$ cat config.mk
export PLATFORM = sky130hd
export DESIGN_NAME = eth_pcs_rx_block_sync
export DESIGN_NICKNAME = d
export VERILOG_FILES = /design/src/rtl/eth_pcs_params.sv /design/src/rtl/eth_pcs_rx_block_sync.sv
export SDC_FILE = /design/constraint.sdc
export NUM_CORES = 1
export LEC_CHECK = 0
export ABC_AREA = 1
export BUFFER_PORTS_ARGS = -buffer_cell sky130_fd_sc_hd__buf_2
export CAP_MARGIN = 20
export CORE_MARGIN = 2
export CORE_UTILIZATION = 25
export CTS_CLUSTER_DIAMETER = 150
export CTS_CLUSTER_SIZE = 20
export DETAILED_ROUTE_END_ITERATION = 8
export PLACE_DENSITY = 0.37
export SLEW_MARGIN = 10
export SYNTH_ARGS = -nofsm -noshare
export SYNTH_HDL_FRONTEND = slang
export SYNTH_SLANG_ARGS = --single-unit
$ cat constraint.sdc
create_clock -name i_clk -period 1.9 [get_ports i_clk]
set_input_delay 0.285 -clock i_clk [delete_from_list [all_inputs] [get_ports i_clk]]
set_output_delay 0.285 -clock i_clk [all_outputs]
set_load 0.05 [all_outputs]
$ cat src/rtl/eth_pcs_params.sv
// Shared 10GBASE-R receive PCS constants: sync header encodings and
// block-lock window thresholds with their counter widths.
package eth_pcs_params;

    localparam int unsigned W_SYNC = 2;

    localparam logic [W_SYNC-1:0] SYNC_DATA = 2'b01;
    localparam logic [W_SYNC-1:0] SYNC_CTRL = 2'b10;

    localparam int unsigned SH_TH       = 64;
    localparam int unsigned SH_INVAL_TH = 16;
    localparam int unsigned SLIP_WAIT   = 2;

    localparam int unsigned SH_CNT_W       = $clog2(SH_TH) + 1;
    localparam int unsigned SH_INVAL_CNT_W = $clog2(SH_INVAL_TH) + 1;

endpackage

$ cat src/rtl/eth_pcs_rx_block_sync.sv
// Receive block-lock state machine: tests sync headers in fixed windows,
// asserts lock after a clean window and commands gearbox slips on errors.
module eth_pcs_rx_block_sync #(
    parameter int unsigned SH_TH       = eth_pcs_params::SH_TH,
    parameter int unsigned SH_INVAL_TH = eth_pcs_params::SH_INVAL_TH,
    parameter int unsigned SLIP_WAIT   = eth_pcs_params::SLIP_WAIT
) (
    input  logic                              i_clk,
    input  logic                              i_rst,
    input  logic                              i_signal_ok,
    input  logic                              i_sh_valid,
    input  logic [eth_pcs_params::W_SYNC-1:0] i_sync,
    output logic                              o_slip,
    output logic                              o_block_lock,
    output logic                              o_sh_invalid
);
    import eth_pcs_params::*;

    localparam int unsigned SH_W   = $clog2(SH_TH) + 1;
    localparam int unsigned INV_W  = $clog2(SH_INVAL_TH) + 1;
    localparam int unsigned WAIT_W = $clog2(SLIP_WAIT + 1) + 1;

    typedef enum logic [1:0] {
        LOCK_INIT,
        TEST_SH,
        SLIP_WAIT_ST
    } state_t;

    state_t             state;
    logic [SH_W-1:0]    sh_cnt;
    logic [INV_W-1:0]   sh_inval_cnt;
    logic [WAIT_W-1:0]  wait_cnt;

    logic               hdr_valid;
    logic [SH_W-1:0]    sh_cnt_inc;
    logic [INV_W-1:0]   inval_cnt_inc;
    logic [WAIT_W-1:0]  wait_inc;
    logic               window_done;
    logic               inval_done;

    // Header classification and the counter values this strobe would produce
    always_comb begin
        hdr_valid     = (i_sync == SYNC_DATA) || (i_sync == SYNC_CTRL);
        sh_cnt_inc    = sh_cnt + SH_W'(1);
        inval_cnt_inc = sh_inval_cnt + INV_W'(!hdr_valid);
        wait_inc      = wait_cnt + WAIT_W'(1);
        window_done   = (sh_cnt_inc == SH_W'(SH_TH));
        inval_done    = (inval_cnt_inc == INV_W'(SH_INVAL_TH));
    end

    always_ff @(posedge i_clk) begin
        o_slip       <= 1'b0;
        o_sh_invalid <= 1'b0;
        if (i_rst || !i_signal_ok) begin
            state        <= LOCK_INIT;
            sh_cnt       <= '0;
            sh_inval_cnt <= '0;
            wait_cnt     <= '0;
            o_block_lock <= 1'b0;
        end else begin
            unique case (state)
                LOCK_INIT: begin
                    sh_cnt       <= '0;
                    sh_inval_cnt <= '0;
                    wait_cnt     <= '0;
                    o_block_lock <= 1'b0;
                    state        <= TEST_SH;
                end
                TEST_SH: begin
                    if (i_sh_valid) begin
                        if (!hdr_valid) begin
                            o_sh_invalid <= 1'b1;
                            // Loss of lock wins over a window ending on the same strobe
                            if (!o_block_lock || inval_done) begin
                                o_block_lock <= 1'b0;
                                o_slip       <= 1'b1;
                                sh_cnt       <= '0;
                                sh_inval_cnt <= '0;
                                wait_cnt     <= '0;
                                state        <= SLIP_WAIT_ST;
                            end else if (window_done) begin
                                sh_cnt       <= '0;
                                sh_inval_cnt <= '0;
                            end else begin
                                sh_cnt       <= sh_cnt_inc;
                                sh_inval_cnt <= inval_cnt_inc;
                            end
                        end else if (window_done) begin
                            if (sh_inval_cnt == '0) begin
                                o_block_lock <= 1'b1;
                            end
                            sh_cnt       <= '0;
                            sh_inval_cnt <= '0;
                        end else begin
                            sh_cnt <= sh_cnt_inc;
                        end
                    end
                end
                SLIP_WAIT_ST: begin
                    // Let the gearbox settle on the new alignment before testing again
                    if (SLIP_WAIT == 0) begin
                        state <= TEST_SH;
                    end else if (i_sh_valid) begin
                        if (wait_inc == WAIT_W'(SLIP_WAIT)) begin
                            wait_cnt <= '0;
                            state    <= TEST_SH;
                        end else begin
                            wait_cnt <= wait_inc;
                        end
                    end
                end
                default: begin
                    state <= LOCK_INIT;
                end
            endcase
        end
    end

endmodule

==> results, run 1 <==
- The run finished with clean final reports.
- In this run the clock root is driven by a clkbuf_8.
- The antenna diode count is 0.
- Summed over all nets, the half-perimeter wirelength after detailed placement is 2256 um.
- The worst hold path was traced through 4 stages.
- For this run the aggregate overflow at the end of global routing stands at 0.
- The areal power density over the cells is 599.5 nW/um2.
- The maximum achievable frequency is 0.5725 GHz.
- Fill cells in the final layout number 541.
- The global-route wire length before repair is 4988 um.
- The number of rows created at floorplan is 25.
- IR analysis of the VDD net gives a maximum drop of 0.2823 mV.
- From left edge to right edge, the die measures 75.10 um.
- The number of global-route vias before repair is 1123.
- Clock latency on the worst-skew pair, taken at its later pin, is 0.26 ns.
- The first detailed-routing pass ran for 4 iterations.
- At the pin with the least slew margin, the transition time is 0.3112 ns.
- Port buffering added 8 buffers.
- The die is 75.10 um tall.
- The routability-driven placement congestion ratio is 0.7877.
- The vias after detailed routing is 1216.
- After synthesis, the mean cell area works out to 6.794 um2.
- The total leakage power is 0.6248 nW.
- In the final design database the tool counted 220 nets.
- The headroom to the max-slew limit is 79.23%.
- The clock sink count is 20.
- After detailed routing, the number of remaining DRC violations is 0.
- For this design the top-level I/O count stands at 9.
- The hold buffer count at cts is 0.
- Dividing the detail-routed via count by the number of cells gives 4.438.
- For this run, the number of Yosys warnings is 0.
- After synthesis the netlist holds a flip-flop and latch count of 20.
- After floorplanning, the core was sized to cover 4786 um2.
- After synthesis, flip-flops and latches occupy 31.68% of the total area.
- The routed design has 2933 um of wire.
- The CTS tree is yes.
- The largest single stage delay on the critical path is 0.27 ns.
- Counting stages on the worst path, the most repeated cell is inv_1.
- The final critical path takes up 91.93% of the cycle.
- The max-cap check violation count is 0.
- Entering global routing, the biggest net connects 11 pins.
- The setup slack of the most critical reg-to-reg path is 0.18 ns.
- The critical path goes through buf_2 -> xor2_4 -> inv_1 -> ha_2 -> ha_4 -> inv_1 -> nand2_1 -> nand2_2 -> nor2_4 -> nand3_4 -> nand2_4 -> o21ai_4 -> nand3b_1 -> a21oi_1.
- The number of clock buffers added by TritonCTS is 3.
- After synthesis, the netlist uses 25 different library cells.
- The startpoint identified for the worst hold timing path is i_rst.
- Relative to the synthesized area, the layout overhead comes to 22.67%.
- The startpoint identified for the worst register-to-register timing path is sh_inval_cnt[0].
- The number of endpoints with negative hold slack in the final report is 0.
- The area of the die is 5639 um2.
- The maximum fanout encountered on the critical timing path is 7.
- The number of DRC markers after the initial detailed-route iteration is 75.
- The library cell used most frequently in the layout, excluding fill and tap cells, is nand2_1.
- After clock tree synthesis, the clock-pin slew on the worst setup and hold paths is 0.08 ns.
- The endpoint of the most critical register-to-register path is sh_cnt[6].
- The class of the most critical setup path is in -> reg.
- The worst hold path terminates at sh_inval_cnt[4].
- The data arrival time of the critical path is 1.94 ns.
- The accumulated negative setup slack is 0 ns.
- The post-route antenna net violation count is 0.
- The data required time of the critical path is 2.09 ns.
- In this run the number of H-tree levels came out at 1.
- The top cell types in the final layout, fill and taps aside, are nand2_1 (42), nor2_1 (22), inv_1 (21).
- The clock skew after layout is 0.004813 ns.
- No sink is reached through more buffers than the 2 on the longest clock path.
- The cell with the biggest individual delay on the critical path is o21ai_4.
- Setup repair after global routing left no endpoint under its margin.
- The initial antenna violation count is 0.
- For this configuration, the core starts out at a cell density of 26.41%.
- Across all hold checks on the routed design, the worst slack comes to 0.3147 ns.
- The worst setup path is launched from an input pin.
- The cell depth of the worst flop-to-flop path is 10.
- The number of nets in the synthesized netlist is 197.
- The class of the worst hold path is in -> reg.
- The total of endpoints with negative setup slack in the final report is 0.
- The total routing usage reported by global routing is 11.57%.
- Of the cells placed in the final design, the portion with a size suffix greater than 1 is 25.12%.
- The capturing element type of the critical path is a flip-flop.
- The shortest period the worst path allows is 1.747 ns.
- In this run the cell area of the synthesized design comes to 1264 um2.
- The average detailed-routed wire length per instance is 10.70 um.
- The number of pins exceeding their max-slew limit in the final report is 0.
- The synthesized netlist cell count is 186.
## layout make-up
cell class	instances	area (um2)	area share (%)
clock buffer	3	41.29	2.663
timing repair buffer	18	115.1	7.425
inverter	29	108.9	7.022
tap	67	83.83	5.408
sequential	20	400.4	25.83
multi-input combinational	137	800.8	51.65
## how the worst max path moves through the flow
stage / from / endpoint / slack (ns) / depth (start not counted)
after floorplan: i_sync[1] / wait_cnt[0] / 0.0002 / 13
after global placement: i_sync[1] / wait_cnt[0] / -0.17 / 14
after detailed placement: i_sync[1] / wait_cnt[0] / -0.21 / 14
after CTS: i_sync[1] / wait_cnt[0] / 0.06 / 14
after global routing: i_sync[1] / sh_cnt[6] / 0.02 / 14
final: i_sync[1] / sh_cnt[6] / 0.15 / 14
## critical path, delay by kind of cell
kind	cells	cell delay, ns
AOI/OAI and AO/OA	2	0.39
xor gates and xnor gates	1	0.16
adders and majority gates	2	0.37
buffers and inverters	3	0.25
and+or+nand+nor	6	0.48
## cell families after synthesis
logic type	after synthesis	share of synthesized area, %
buffers and inverters	29	8.614
AO/OA/AOI/OAI	29	14.26
XOR/XNOR	4	2.772
AND/OR/NAND/NOR	99	37.72
adder cells (fa/ha/maj)	5	4.950
flip-flops	20	31.68
## power by group
part / internal (mW) / switching [mW]
logic: 0.0735 / 0.128
registers: 0.431 / 0.0124
clock network: 0.141 / 0.143
total: 0.646 / 0.284
## sequential cells by signal (all words and copies together), names as in the netlist
name          count
sh_cnt            7
o_block_lock      1
state             2
sh_inval_cnt      5
wait_cnt          3
o_slip            1
o_sh_invalid      1
## through the flow
| stage | cell area (um2) | power [mW] | std cells | setup WS [ns] | utilization, % |
|---|---|---|---|---|---|
| 2_1_floorplan | 1282 | 0.5922 | 186 | 0.0002433 | - |
| 3_3_place_gp | 1474 | 0.6549 | 270 | -0.1671 | 30.80 |
| 3_5_place_dp | 1474 | 0.6549 | 270 | -0.2061 | 30.80 |
| 4_1_cts | 1515 | 0.9464 | 273 | 0.06175 | 31.66 |
| 5_1_grt | 1550 | 0.9892 | 274 | 0.01773 | 32.39 |
| 6_report | 1550 | 0.9294 | 274 | 0.1533 | 32.39 |
## layer usage
layer | routed length [um] | track usage (%) | vias up
met5 | 0 | 0 | -
li1 | - | - | 638
met4 | 38 | 5.159 | 0
met1 | 1456 | 15.83 | 554
met2 | 1363 | 18.32 | 18
met3 | 74 | 1.205 | 6
## repair_timing
item | CTS | global route
endpoints found under the setup margin | 0 | 11
gates resized for setup | 0 | 6
hold endpoints to repair | 0 | 0
setup buffers | 0 | 1
## cell usage after synthesis, drive strengths merged
cell type / number / area, um2
nand2: 50 / 222.7
a21boi: 1 / 7.510
o21ai: 11 / 77.58
nor3: 1 / 5.000
nand4: 3 / 18.77
xor2: 4 / 35.03
inv: 27 / 101.4
nand3b: 2 / 15.01
dfxtp: 20 / 400.4
ha: 5 / 62.56
a21oi: 16 / 87.59
nand3: 17 / 97.60
o21bai: 1 / 7.510
clkinv: 2 / 7.510
nor2: 26 / 117.6
Power figures use the tool's default switching activity.
==> run 2, diff against run 1 <==
--- a/config.mk
+++ b/config.mk
@@ -14,6 +14,7 @@
 export CTS_CLUSTER_SIZE = 20
 export DETAILED_ROUTE_END_ITERATION = 8
 export PLACE_DENSITY = 0.37
+export REMOVE_ABC_BUFFERS = 1
 export SLEW_MARGIN = 10
 export SYNTH_ARGS = -nofsm -noshare
 export SYNTH_HDL_FRONTEND = slang
==> run 2 against run 1 <==
Effect of this change:
- register-to-register slack about the same
- non-clock buffer count increased by 2
- core utilization increased by 0.052 points
- via count decreased by 3.5%
- routed wire length increased by 1.4%
- clock-buffer cell count unchanged
- sequential share of layout area about the same
- worst hold slack improved by 0.0079 ns
==> results, run 2 (synthesized netlist as in run 1, its figures left out) <==
- The flow ran to the end, and the final reports show no timing, DRC or antenna violations.
- The topmost layer with routed signal wires is met4.
- The number of clock buffers added by TritonCTS is 3.
- Leaving out filler cells and counting taps, the final layout contains 276.
- In the layout the commonest cells are nand2_1 (42), nor2_1 (22), inv_1 (21).
- The launching point of the worst reg2reg path is sh_inval_cnt[0].
- The class of the most critical setup path is in -> reg.
- The layout cell share with drive strength beyond 1 is 24.88%.
- The share of total power dissipated in the clock network is 29.9%.
- The leading cell type in the layout, fill and taps excluded is nand2_1.
- The clock latency at the later pin of the worst-skew pair is 0.25 ns.
- The total overflow left after global routing is 0.
- The die is 75.10 um tall.
- In the final routing, the length of wire on met1 measures 1476 um.
- At the placement stage, the worst setup path has a slack of -0.2889 ns.
- The areal power density over the cells is 593.8 nW/um2.
- Per report_power, the combinational group accounts for 22.3% of the total.
- The count of nets after finishing is 222.
- The initial antenna violation count is 0.
- The number of DRC markers after the initial detailed-route iteration is 60.
- The internal portion of the total power is 0.6471 mW.
- The maximum number of pins on one net before global-route repair is 11.
- Net switching is 29.82% of the power.
- The number of placed instances, taps included, is 273.
- In this run the number of H-tree levels came out at 1.
- The count of buffers inserted at the top-level ports is 8.
- The largest registers in the layout are sh_cnt (7), sh_inval_cnt (5), wait_cnt (3).
- The detail-routed via count per cell is 4.250.
- The clock skew after layout is 0.002768 ns.
- The share of total power dissipated in sequential elements is 47.8%.
- The antenna diode count is 0.
- From left edge to right edge, the die measures 75.10 um.
- The endpoint of the most critical register-to-register path is wait_cnt[1].
- The clock sink count is 20.
- After detailed routing, the number of remaining DRC violations is 0.
- The number of flip-flops under the largest register name is 7.
- Setup repair after global routing left no endpoint under its margin.
- In this run the most critical hold path is launched from i_sh_valid.
- The worst register-to-register path has a setup slack of 0.17 ns.
- Setup slack on the critical path of the routed design comes to 0.1235 ns.
- Measured on the finished design, the core utilization comes to 32.44%.
- The accumulated negative setup slack is 0 ns.
- The average detailed-routed wire length per instance is 10.78 um.
- The floorplan step defined a core boundary enclosing 4786 um2.
- The worst hold path was traced through 3 stages.
- The clock transition time at the flip-flop clock pins of the worst setup and hold paths is 0.07 ns.
- The shortest period the worst path allows is 1.777 ns.
- The max-cap check violation count is 0.
- The number of endpoints with negative hold slack in the final report is 0.
- The global-route wire length before repair is 5326 um.
- For the worst flop-to-flop path, the logic depth is 12.
- The total I/O pin count is 9.
- The capturing element type of the critical path is a flip-flop.
- The number of pins exceeding their max-slew limit in the final report was 0.
- For this run, the top clock speed supported by timing is 0.5629 GHz.
- The initial standard-cell utilization of the core is 26.41%.
- The class of the worst hold path is in -> reg.
- The area of the die is 5639 um2.
- The tree is rooted in a clkbuf_8.
- The data required time of the critical path is 2.05 ns.
- The detailed-routed wire length on met2 is 1397 um.
- At the pin with the least slew margin, the transition time is 0.3188 ns.
- The vias after detailed routing is 1173.
- The area added between synthesis and finish is 22.87%.
- The floorplan has 25 rows.
- The data arrival time of the critical path is 1.93 ns.
- The length of routed met3 wiring is 78 um.
- The endpoint of the worst hold-timing path is o_sh_invalid.
- The first TritonRoute pass finished after 4 iterations.
- The worst pin sits at a relative slew slack of 78.62%.
- The kind of start point of the critical path is an input pin.
- The CTS tree is yes.
- The routability-driven placement congestion ratio is 0.7515.
- The analysis attributes to net switching a power of 0.2750 mW.
- The final wirelength is 2975 um.
- The overall power consumption is 0.9221 mW.
- The count of nets left with antenna violations once routing finished came out at 0.
- The number of global-route vias before repair is 1191.
- The total half-perimeter wirelength after legalization and detailed placement is 2388 um.
- In this run the worst path has a maximum fanout of 3.
- Setup violations remaining at the end of the flow were counted as 0.
- The total leakage power is 0.6378 nW.
- The worst-case IR drop observed on VDD is 0.2666 mV.
- The clock tree buffer depth is 2.
- The register ranked first by flip-flop count is sh_cnt.
- Global routing consumed, over all layers together, 12.71% of the routing resources.
- The part of the cycle the worst path needs is 93.50%.
[run 2: timing repair]
item                       CTS  global route
pin swaps                    0             1
gates resized for setup      2             4
buffers inserted             0             0
hold buffers                 0             0
hold endpoints to repair     0             0
setup endpoints to repair    3            13
[run 2: how the worst max path moves through the flow]
stage / cells after the start / start / endpoint
floorplan: 13 / i_sync[1] / wait_cnt[0]
global placement: 15 / i_sync[1] / wait_cnt[2]
detailed placement: 14 / i_sync[1] / wait_cnt[0]
CTS: 15 / i_sync[1] / wait_cnt[1]
global route: 15 / i_sync[1] / wait_cnt[1]
finish: 15 / i_sync[1] / wait_cnt[1]
[run 2: worst max-delay path, cell delays in order]
cell and delay [ns]:
buf_2 0.11, xor2_2 0.17, inv_1 0.08, ha_2 0.20, ha_4 0.22, inv_2 0.06
nand2_4 0.05, nor2_4 0.11, nand3_4 0.10, nand2_4 0.10, nand2_4 0.06, nand2_1 0.06
nand2_1 0.09, o21ai_1 0.16, nor2_1 0.06
[run 2: layout make-up]
class	count	area (um2)
fill	536	3233
multi-input combinational	137	788.3
sequential	20	400.4
timing repair buffer	20	130.1
inverter	29	108.9
tap	67	83.83
clock buffer	3	41.29
[run 2: metrics by stage]
stage	hold slack, ns	instance area [um2]
final	0.3226	1553
after global routing	0.3255	1553
after CTS	0.3127	1534
after detailed placement	0.4910	1478
after global placement	0.4884	1478
after floorplan	0.4320	1264
[run 2: layer usage]
layer	track usage (%)	vias up
met1	16.28	521
li1	-	640
met3	3.347	2
met2	21.05	10
met4	3.571	0
met5	0	-
[run 2: power by group through the flow]
| stage | Clock (mW) | Combinational [mW] | Sequential (mW) |
|---|---|---|---|
| final | 0.276 | 0.205 | 0.441 |
| after global routing | 0.314 | 0.236 | 0.442 |
| after CTS | 0.295 | 0.207 | 0.441 |
| after detailed placement | 0 | 0.200 | 0.451 |
| after global placement | 0 | 0.201 | 0.450 |
| after floorplan | 0 | 0.136 | 0.454 |
